===== src/rtl/mem_port_arbiter.sv =====
// Unified memory port arbiter: DM-priority with a starvation guard
// for IF, fixed-latency access sequencing and one-cycle acks.
module mem_port_arbiter #(
   parameter int MEM_LAT    = 2,
   parameter int STARVE_MAX = 3
) (
   input  logic        clk,
   input  logic        rst_n,
   input  logic        if_req,
   output logic        if_ack,
   input  logic        dm_req,
   input  logic        dm_we,
   input  logic [31:0] dm_wdata,
   output logic        dm_ack,
   output logic [31:0] rdata,
   output logic        mem_sel,
   output logic        mem_en,
   output logic        mem_we,
   output logic [31:0] mem_wdata,
   input  logic [31:0] mem_rdata
);

   localparam int LW = (MEM_LAT > 1) ? $clog2(MEM_LAT) : 1;
   localparam logic [3:0] SMAX = 4'(STARVE_MAX);

   typedef enum logic [1:0] {
      IDLE,
      ACCESS,
      DONE
   } state_e;

   state_e        state_q, state_d;
   logic          sel_q, sel_d;
   logic          en_q, en_d;
   logic          we_q, we_d;
   logic [31:0]   wdata_q, wdata_d;
   logic [31:0]   rdata_q, rdata_d;
   logic          if_ack_q, if_ack_d;
   logic          dm_ack_q, dm_ack_d;
   logic [3:0]    starve_q, starve_d;
   logic [LW-1:0] lat_q, lat_d;
   logic          grant_dm;

   always_ff @(posedge clk or negedge rst_n) begin
      if (!rst_n) begin
         state_q  <= IDLE;
         sel_q    <= 1'b0;
         en_q     <= 1'b0;
         we_q     <= 1'b0;
         wdata_q  <= '0;
         rdata_q  <= '0;
         if_ack_q <= 1'b0;
         dm_ack_q <= 1'b0;
         starve_q <= '0;
         lat_q    <= '0;
      end else begin
         state_q  <= state_d;
         sel_q    <= sel_d;
         en_q     <= en_d;
         we_q     <= we_d;
         wdata_q  <= wdata_d;
         rdata_q  <= rdata_d;
         if_ack_q <= if_ack_d;
         dm_ack_q <= dm_ack_d;
         starve_q <= starve_d;
         lat_q    <= lat_d;
      end
   end

   always_comb begin
      state_d  = state_q;
      sel_d    = sel_q;
      en_d     = en_q;
      we_d     = we_q;
      wdata_d  = wdata_q;
      rdata_d  = rdata_q;
      if_ack_d = 1'b0;
      dm_ack_d = 1'b0;
      starve_d = starve_q;
      lat_d    = lat_q;
      grant_dm = 1'b0;
      unique case (state_q)
         IDLE: begin
            if (dm_req || if_req) begin
               // IF is forced once DM has won STARVE_MAX times in a row
               grant_dm = dm_req && !(if_req && (starve_q == SMAX));
               sel_d    = grant_dm;
               en_d     = 1'b1;
               we_d     = grant_dm & dm_we;
               if (grant_dm && dm_we)
                  wdata_d = dm_wdata;
               lat_d    = LW'(MEM_LAT - 1);
               if (grant_dm && if_req)
                  starve_d = (starve_q == SMAX) ? starve_q
                                                : starve_q + 4'd1;
               else
                  starve_d = '0;
               state_d  = ACCESS;
            end
         end
         ACCESS: begin
            if (lat_q != '0) begin
               lat_d = lat_q - LW'(1);
            end else begin
               if (!we_q)
                  rdata_d = mem_rdata;
               en_d     = 1'b0;
               we_d     = 1'b0;
               if_ack_d = !sel_q;
               dm_ack_d = sel_q;
               state_d  = DONE;
            end
         end
         DONE: begin
            state_d = IDLE;
         end
         default: begin
            state_d = IDLE;
         end
      endcase
   end

   assign if_ack    = if_ack_q;
   assign dm_ack    = dm_ack_q;
   assign rdata     = rdata_q;
   assign mem_sel   = sel_q;
   assign mem_en    = en_q;
   assign mem_we    = we_q;
   assign mem_wdata = wdata_q;

endmodule


===== config.mk =====
export PLATFORM = sky130hd
export DESIGN_NAME = mem_port_arbiter
export DESIGN_NICKNAME = d
export VERILOG_FILES = /design/src/rtl/mem_port_arbiter.sv
export SDC_FILE = /design/constraint.sdc
export NUM_CORES = 1
export LEC_CHECK = 0
export CORE_ASPECT_RATIO = 0.8
export CORE_MARGIN = 4
export CORE_UTILIZATION = 42
export DETAILED_ROUTE_END_ITERATION = 12
export PLACE_DENSITY = 0.81
export SLEW_MARGIN = 20
export SYNTH_ARGS = -nofsm -noshare
export SYNTH_HDL_FRONTEND = slang
export SYNTH_SLANG_ARGS = --single-unit

===== constraint.sdc =====
create_clock -name clk -period 2.26 [get_ports clk]
set_input_delay 0.452 -clock clk [delete_from_list [all_inputs] [get_ports clk]]
set_output_delay 0.452 -clock clk [all_outputs]
set_load 0.005 [all_outputs]

## Word level (Yosys, flattened, before mapping)

Index checks and enable logic that the tools add are counted.

- Multiplexer cells: 16
- Equal/unequal tests: 5
- Add/subtract/negate cells: 2
- Reductions and logical operators: 16
- Bitwise gates (word level): 3

Operators by type and width:

| kind | count |
|---|---|
| $reduce_and 3->1 | 4 |
| $mux 1 | 8 |
| $mux 4 | 2 |
| $ne 2x2->1 const B | 3 |
| $pmux 1 s2 | 3 |
| $reduce_and 2->1 | 3 |
| $add 4x1->4 const B | 1 |
| $eq 4x2->1 const B | 1 |
| $logic_and 1x1->1 | 4 |
| $mux 2 | 2 |
| $pmux 2 s2 | 1 |
| $eq 2x1->1 const B | 1 |
| $logic_not 1->1 | 2 |
| $logic_not 2->1 | 1 |
| $not 1->1 | 2 |
| $reduce_bool 2->1 | 1 |
| $and 1x1->1 | 1 |
| $logic_or 1x1->1 | 1 |
| $sub 1x1->1 const B | 1 |

- Output and inout port bits: 69
- Word-level logic and storage cells: 52
- Register bits after elaboration: 76
- Bits of input ports: 69

## Longest topological paths before layout

Gate-level depths: netlist of the first run.

- Depth in word-level cells: 7
- Mapped depth: 5
- Mapped depth without buffers: 4

## Worst setup path after synthesis of the first run

Ideal clock, no wire load.

- Path type: flip-flop to flip-flop
- Start: register state_q[1]
- End: register rdata_q[0] (netlist: rdata[0])
- Stages on the path, launching flop included: 5
- Arrival time: 1.438 ns
- Period minus slack after synthesis: 1.563 ns
- Library setup time: 0.125 ns
- Slack: 0.697 ns
- Buffers on the path: 1
- Required time: 2.135 ns
- Path through: dfrtp_1 > or3b_4 > nor2_8 > buf_12 > mux2_4

- Longest elaborated chain between the ends: 2

RTL lines:

| element | line | RTL |
|---|---|---|
| from (decl) | 32 | `state_e state_q, state_d;` |
| from (signal assigned) | 57 | `state_q <= state_d;` |
| $eq 2x1->1 | 82 | `unique case (state_q)` |
| $reduce_and 3->1 (no source line) | - |  |
| to (signal assigned) | 62 | `rdata_q <= rdata_d;` |
| to (decl) | 37 | `logic [31:0] rdata_q, rdata_d;` |

Every way passes these cells.
A chain may end at the register's enable or synchronous reset.

## Worst setup path in the final report of the first run

- Start: register state_q[1]
- End: register rdata_q[13] (netlist: rdata[13])

Same word-level chain as after synthesis.

==> flow_metrics.tcl, run 1 <==
set metrics [dict create \
    dp.cells 424 \
    root_buffer "clkbuf_8" \
    cts_buffers 9 \
    final.period_utilization_pct 81.9 \
    fp.dieH_um 86.0 \
    slowest_stage "or3b_4" \
    num_vias 2077 \
    nNetsFinal 401 \
    postPlaceCellArea_um2 4670 \
    required_ns 2.48 \
    finalMaxSlewViolations 0 \
    power_frac_comb_pct 47.0 \
    power_mw 6.76 \
    ys_seq_area_share_pct 59.5 \
    netSwitchingPower_mw 1.80 \
    power_frac_seq_pct 36.5 \
    grt_pass1_wl_mm 11.3 \
    gp_congestion 0.891 \
    worstSetupPathType "reg -> reg" \
    syn_area_um2 3200 \
    worstPathArrival_ns 2.07 \
    maxCapViolCount 0 \
    final_area_um2 4900 \
    drtAntennaViolNets 0 \
    overflow 0 \
    whs_ns 0.473 \
    drc_errors 0 \
    hold_class "reg -> reg" \
    crit_chain "or3b_4, nor2_8, buf_12, mux2_4" \
    cts.repair.resized 0 \
    rsz0062_at_grt "no" \
    hold_viol_final 0 \
    status "complete, no violations" \
    fmax_ghz 0.540 \
    wl_mm 7.13 \
    vdd_drop_max_mv 0.742 \
    port_buffers 137 \
    synthCells 184 \
    grt_start_max_net_pins 37 \
    clk_path_buf_depth 2 \
    finalSetupTns_ns 0 \
    grt.total_usage_pct 15.9 \
    drive_gt1_share_pct 26.6 \
    clk_latency_ns 0.33 \
    yosys_warnings 0 \
    htree_num_levels 3 \
    avgViaCountPerCell 4.72 \
    post-route-min-period_ns 1.85 \
    wl_per_cell_um 16.2 \
    diodes 0 \
    dieWidth_um 106 \
    syn_avg_cell_area_um2 17.4 \
    clkTransAtPathRegs_ns 0.08 \
    cts_tree "done" \
    intPower_mw 4.96 \
    setup_violations 0 \
    synth-seq-cells 76 \
    syn-num-nets 254 \
    worst_slew_pin_slew_ns 0.479 \
    first_pass_iters 4 \
    cts.sinks 76 \
    antenna_found_initial 0 \
    endpoint_kind "register" \
    clkPwrFrac_pct 16.5 \
    crit_path_max_fanout 22 \
    die_area_um2 9080 \
    slowest_delay_ns 0.47 \
    final_cell_mix "clkdlybuf4s50_1 (136), dfrtp_1 (76), mux2_4 (59)" \
    start_util_pct 43.2 \
    post-dp-hpwl_mm 5.25 \
    p_per_area_nw_per_um2 1380 \
    core_um2 7390 \
    areaGrowthSynthToFinish_pct 53.2 \
    final_common_cell "clkdlybuf4s50_1" \
    grt_pass1_vias 2203 \
    final_cells 440 \
    drt_iter0_markers 56 \
    yosysUniqueCellTypes 29 \
    swShare_pct 26.6 \
    slew_headroom_pct 67.8 \
    leakage_nw 2.20 \
    skew_ns 0.0118 \
    critPathLaunchType "register" \
    rows 28 \
    pin_count 138 \
]
[per-layer routing]
layer  global-route usage [%]  vias up  wire, um
met5                        0        -         0
met4                     3.53        0        60
met3                     6.40        7       613
met2                     24.6      100      3300
met1                     21.3     1023      3150
li1                         -      947         -
[flip-flops by register name, summed over array words and instances (netlist names)]
signal,count
mem_sel,1
mem_we,1
lat_q,1
rdata,32
starve_q,4
mem_wdata,32
mem_en,1
if_ack,1
dm_ack,1
state_q,2
[synth_stat cells, drive strengths merged]
master   instances  area [um^2]
buf              6         93.8
and2             2         12.5
a32o             1         10.0
o31ai            1         7.51
a311oi           1         8.76
or2              1         6.26
mux2            64          942
ha               1         12.5
a21o             1         7.51
and3b            1         8.76
nand2            2         7.51
nand4bb          1         11.3
or2b             1         8.76
dfrtp           76         1900
nand2b           2         12.5
and3             1         6.26
nor2             5         35.0
o21ai            7         35.0
nand4            2         18.8
inv              3         11.3
nand3            1         5.00
o22ai            1         6.26
o21a             1         7.51
or3b             2         20.0
[layout make-up]
type | count | area, um^2
clock inverter | 4 | 73.8
fill | 529 | 2500
clock buffer | 11 | 141
tap | 105 | 131
inverter | 3 | 11.3
multi-input combinational | 99 | 1190
sequential | 76 | 1900
timing repair buffer | 142 | 1450
[worst paths after layout]
check,from,to,slack (ns),depth (start not counted)
max,state_q[1],rdata[13],0.41,4
min,mem_sel,if_ack,0.47,1
max reg2reg,state_q[1],rdata[13],0.41,4
min reg2reg,mem_sel,if_ack,0.47,1
max in group asynchronous,rst_n,mem_wdata[30],1.13,3
min in group asynchronous,rst_n,rdata[15],0.56,2
[critical path: cells and delay by family, from the launching register on]
kind          cells  cell delay (ns)
mux               1             0.32
buf+inv           1             0.25
simple gates      2             0.74
flops             1             0.42
[power groups by stage]
stage / clock network [mW] / logic (mW) / registers (mW)
4_1_cts: 1.16 / 3.23 / 2.47
2_1_floorplan: 0 / 1.60 / 2.47
3_5_place_dp: 0 / 3.22 / 2.47
5_1_grt: 1.21 / 3.37 / 2.56
3_3_place_gp: 0 / 3.15 / 2.46
6_report: 1.12 / 3.18 / 2.47
[what timing repair did]
item                      in CTS  in global routing
hold buffers                   1                  0
setup buffers                  0                  0
hold endpoints to repair      21                  0
[through the flow]
| stage | setup slack, ns | utilization (%) |
|---|---|---|
| 2_1_floorplan | 0.697 | - |
| 3_3_place_gp | 0.211 | 63.2 |
| 3_5_place_dp | 0.167 | 63.2 |
| 4_1_cts | 0.405 | 66.2 |
| 5_1_grt | 0.349 | 66.2 |
| 6_report | 0.409 | 66.2 |
[kinds of logic after synthesis]
logic type,Yosys count,synth area share (%)
AND/OR/NAND/NOR,21,4.78
flip-flops,76,59.5
AO/OA/AOI/OAI,13,2.58
adder cells (fa/ha/maj),1,0.391
multiplexers,64,29.5
buffers and inverters,9,3.29
Note: power is estimated with default switching activity, not from simulation.
==> run 2: changes to the inputs <==
Settings changed: CORE_UTILIZATION 42 to 38, PLACE_DENSITY 0.81 to 0.77.
Clock period 2.26 ns to 1.5 ns, I/O delays scaled along.
==> run 2 against run 1 <==
Against the previous run:
- the flow now finishes with violations (setup timing)
- global-route usage grew 0.29 points
- wire length grew 12%
- maximum frequency grew 13%
- via count grew 8.1%
- critical path depth is the same
- first-iteration DRC count grew 7.1%
- count of clock-buffer cells in the layout is the same
- setup slack lost 0.55 ns
- core utilization shrank 0.90 points
- non-clock buffer count grew 42
- critical path type unchanged
- largest cell class unchanged
- largest power group unchanged
==> flow_metrics.tcl, run 2 (synthesis results as in run 1) <==
set metrics [dict create \
    rows 29 \
    p_per_area_nw_per_um2 1950 \
    grt_start_max_net_pins 77 \
    cts_tree "done" \
    grt.total_usage_pct 16.2 \
    cts.sinks 76 \
    final_cell_mix "dfrtp_1 (75), clkdlybuf4s50_1 (67), dlygate4sd2_1 (67)" \
    slowest_delay_ns 0.44 \
    vdd_drop_max_mv 0.893 \
    worstSetupPathType "reg -> reg" \
    skew_ns 0.0111 \
    gp_congestion 0.781 \
    grt_pass1_wl_mm 13.1 \
    critPathLaunchType "register" \
    wl_per_cell_um 16.4 \
    slew_headroom_pct 71.9 \
    nNetsFinal 443 \
    endpoint_kind "register" \
    final.period_utilization_pct 109 \
    worst_slew_pin_slew_ns 0.421 \
    fmax_ghz 0.611 \
    clk_latency_ns 0.33 \
    avgViaCountPerCell 4.62 \
    leakage_nw 2.56 \
    crit_path_max_fanout 19 \
    drt_iter0_markers 60 \
    crit_family "simple AND/OR/NAND/NOR gates" \
    post-route-min-period_ns 1.64 \
    die_area_um2 9950 \
    crit_chain "or3b_4, nor2_8, buf_12, mux2_4" \
    final_common_cell "dfrtp_1" \
    layout_setup_ws_ns -0.137 \
    dp.cells 442 \
    diodes 0 \
    clkTransAtPathRegs_ns 0.08 \
    grt_pass1_vias 2458 \
    final_area_um2 5260 \
    violations "setup timing" \
    wl_mm 7.99 \
    start_util_pct 39.7 \
    drtAntennaViolNets 0 \
    areaGrowthSynthToFinish_pct 64.6 \
    post-dp-hpwl_mm 5.59 \
    finalSetupTns_ns -5.17 \
    maxCapViolCount 0 \
    clk_path_buf_depth 2 \
    slowest_stage "or3b_4" \
    drc_errors 0 \
    worst-path-buf-inv 1 \
    final_cells 486 \
    cts_buffers 9 \
    root_buffer "clkbuf_8" \
    dieWidth_um 111 \
    seq_area_um2 1900 \
    setup_violations 64 \
    core_um2 8060 \
    pin_count 138 \
    fp.dieH_um 90.0 \
    worstPathArrival_ns 1.85 \
    finalMaxSlewViolations 0 \
    overflow 0 \
    hold_viol_final 0 \
    first_pass_iters 4 \
    multi_input_area_um2 1240 \
    final_core_util_pct 65.3 \
    fillers 644 \
    htree_num_levels 3 \
    postPlaceCellArea_um2 4810 \
    antenna_found_initial 0 \
    port_buffers 137 \
    num_vias 2246 \
    drive_gt1_share_pct 36.0 \
    rsz0062_at_grt "yes" \
    required_ns 1.72 \
    status "finished with violations" \
    hold_class "reg -> reg" \
]
[run 2: cell count changes in the layout (fill, tap and decap cells not counted), sizes merged]
cell           previous run  this run
buf                       5        47
clkdlybuf4s50           136        67
dlymetal6s2s              0         2
dlygate4sd2               0        67
clkinvlp                  0         3
bufinv                    2         1
clkinv                    2         1
[run 2: repair_timing]
item,CTS,global route
endpoints found under the setup margin,130,67
cloned,2,0
pin swaps,3,0
hold endpoints to repair,70,0
gates resized for setup,75,8
hold buffers,1,0
buffers inserted,23,2
[run 2: report_power, final]
part           internal [mW]  switching [mW]
Clock                  0.817           0.739
Combinational           3.44            1.62
Sequential              3.07           0.551
[run 2: worst paths after layout]
kind,cells after the start,from,slack (ns),endpoint
setup / recovery,4,state_q[1],-0.14,rdata[5]
hold reg to reg,2,mem_en,0.49,mem_en
setup reg to reg,4,state_q[1],-0.14,rdata[5]
max in group asynchronous,3,rst_n,0.63,mem_wdata[31]
hold / removal,2,mem_en,0.49,mem_en
min in group asynchronous,3,rst_n,0.50,rdata[15]
[run 2: layout make-up]
type	instances	share of cell area, %
clock buffer	11	2.69
clock inverter	5	1.17
inverter	3	0.214
multi-input combinational	99	23.6
sequential	76	36.2
tap	108	2.57
timing repair buffer	184	33.6
[run 2: worst register-to-register path, stage by stage, from the launching register on]
cell and delay, ns:
dfrtp_1 0.40, or3b_4 0.44, nor2_8 0.15, buf_12 0.20, mux2_4 0.33
[run 2: routing by layer]
layer | global-route usage (%) | vias to the layer above | share of wire (%)
met3 | 4.56 | 9 | 5.3
met1 | 20.3 | 1127 | 44
li1 | - | 1034 | -
met4 | 4.41 | 0 | 1.1
met2 | 27.6 | 76 | 50
met5 | 0 | - | 0
[run 2: stage by stage]
| step | worst slack, ns | power (mW) | hold slack, ns |
|---|---|---|---|
| after detailed placement | -0.308 | 8.84 | 0.354 |
| after floorplan | -0.0635 | 6.16 | 0.00441 |
| after global placement | -0.259 | 8.71 | 0.345 |
| after global routing | -0.161 | 10.9 | 0.523 |
| after CTS | -0.135 | 10.3 | 0.507 |
| final | -0.137 | 10.2 | 0.495 |
==> run 3: changes to the inputs <==
Settings changed: PLACE_DENSITY 0.77 to 0.78, RECOVER_POWER set to 100.
==> run 3 against run 2 <==
Against the previous run:
- the flow still finishes with violations (setup timing)
- largest cell class unchanged
- cell area shrank 3.3%
- critical path type unchanged
- first-iteration DRC count grew 3.3%
- setup slack gained 0.015 ns
==> flow_metrics.tcl, run 3 (synthesis results as in run 1) <==
set metrics [dict create \
    status "finished with violations" \
    violations "setup timing" \
    clk_path_buf_depth 2 \
    pin_count 138 \
    final.period_utilization_pct 108 \
    drive_gt1_share_pct 33.2 \
    vdd_drop_max_mv 0.993 \
    fp.dieH_um 90.0 \
    rsz0062_at_grt "yes" \
    slew_headroom_pct 55.1 \
    hold_start "mem_en" \
    areaGrowthSynthToFinish_pct 59.1 \
    diodes 0 \
    final_area_um2 5090 \
    power_mw 10.0 \
    cts_buffers 9 \
    crit_path_max_fanout 20 \
    wl_per_cell_um 16.0 \
    grt_pass1_wl_mm 12.7 \
    htree_num_levels 3 \
    first_pass_iters 4 \
    grt_pass1_vias 2398 \
    min_path_cells 2 \
    worstSetupPathType "reg -> reg" \
    port_buffers 137 \
    maxCapViolCount 0 \
    dr_wl_met2_mm 3.74 \
    core_um2 8060 \
    leakage_nw 2.44 \
    worst_slew_pin_slew_ns 0.673 \
    avgViaCountPerCell 4.46 \
    skew_ns 0.0101 \
    overflow 0 \
    drc_errors 0 \
    post-dp-hpwl_mm 5.43 \
    cts_tree "done" \
    start_util_pct 39.7 \
    hold_viol_final 0 \
    required_ns 1.72 \
    drtAntennaViolNets 0 \
    dp.cells 444 \
    finalMaxSlewViolations 0 \
    p_per_area_nw_per_um2 1970 \
    layout_setup_ws_ns -0.122 \
    critPathLaunchType "register" \
    top_layer "met4" \
    rrSetupSlack_ns -0.12 \
    die_area_um2 9950 \
    clk_latency_ns 0.33 \
    endpoint_kind "register" \
    num_vias 2138 \
    fmax_ghz 0.617 \
    post-route-min-period_ns 1.62 \
    timing.rr.start "state_q[1]" \
    dp_slack_ns -0.297 \
    rr_worst_depth 4 \
    final_cells 479 \
    worstPathArrival_ns 1.84 \
    timing.rr.end "rdata[14]" \
    postPlaceCellArea_um2 4810 \
    wl_mm 7.64 \
    m1WireLength_mm 3.40 \
    drt_iter0_markers 62 \
    grt_start_max_net_pins 66 \
    cts.sinks 76 \
    final_cell_mix "dfrtp_1 (75), clkdlybuf4s50_1 (67), dlygate4sd2_1 (64)" \
    hold_end "mem_en" \
    nNetsFinal 436 \
    antenna_found_initial 0 \
    root_buffer "clkbuf_8" \
    wl_met3_um 406 \
    hold_class "reg -> reg" \
    gp_congestion 0.768 \
    dieWidth_um 111 \
    final_common_cell "dfrtp_1" \
    clkTransAtPathRegs_ns 0.08 \
    setup_violations 64 \
    rows 29 \
    grt.total_usage_pct 15.8 \
]
==> run 3: layer usage <==
| layer | vias up | global-route usage, % |
|---|---|---|
| li1 | 1013 | - |
| met1 | 1036 | 20.3 |
| met2 | 76 | 25.7 |
| met3 | 13 | 4.90 |
| met4 | 0 | 4.41 |
| met5 | - | 0 |
==> run 3: power breakdown <==
group	switching [mW]	internal (mW)	total, mW
Clock	0.748	0.817	1.57
Combinational	1.57	3.28	4.85
Sequential	0.538	3.07	3.61
Total	2.86	7.17	10.0
==> run 3: worst max-delay path, stage by stage (launching register included) <==
cell	delay, ns
dfrtp_1	0.39
or3b_4	0.43
nor2_8	0.15
buf_12	0.21
mux2_4	0.32
==> run 3: per-stage QoR <==
stage / setup TNS [ns] / util [%] / hold slack (ns)
after floorplan: -1.91 / - / 0.00441
after global placement: -9.14 / 59.8 / 0.148
after detailed placement: -10.90 / 59.8 / 0.151
after CTS: -5.19 / 63.2 / 0.324
after global routing: -8.36 / 63.2 / 0.518
final: -4.99 / 63.2 / 0.487
==> run 3: how the worst max path moves through the flow <==
stage	start	end	slack, ns	depth (start not counted)
4_1_cts	state_q[1]	rdata[14]	-0.12	4
5_1_grt	starve_q[0]	mem_wdata[30]	-0.17	5
3_3_place_gp	if_req	mem_wdata[30]	-0.26	5
3_5_place_dp	if_req	mem_wdata[0]	-0.30	5
6_report	state_q[1]	rdata[14]	-0.12	4
2_1_floorplan	state_q[1]	rdata[0]	-0.06	4
==> run 3: cell type report <==
type | count | area, um^2
fillers | 673 | 2970
flip-flops and latches | 76 | 1900
repair buffers | 177 | 1630
multi-input cells | 99 | 1210
clock buffers | 11 | 141
well taps | 108 | 135
clock inverters | 5 | 61.3
inverters | 3 | 11.3
==> run 3: repair_timing <==
item / CTS / global route
endpoints found under the hold margin: 11 / 0
hold buffers: 1 / 0
endpoints found under the setup margin: 131 / 70
resized for setup: 70 / 8
pin swaps: 0 / 2
setup buffers: 17 / 1
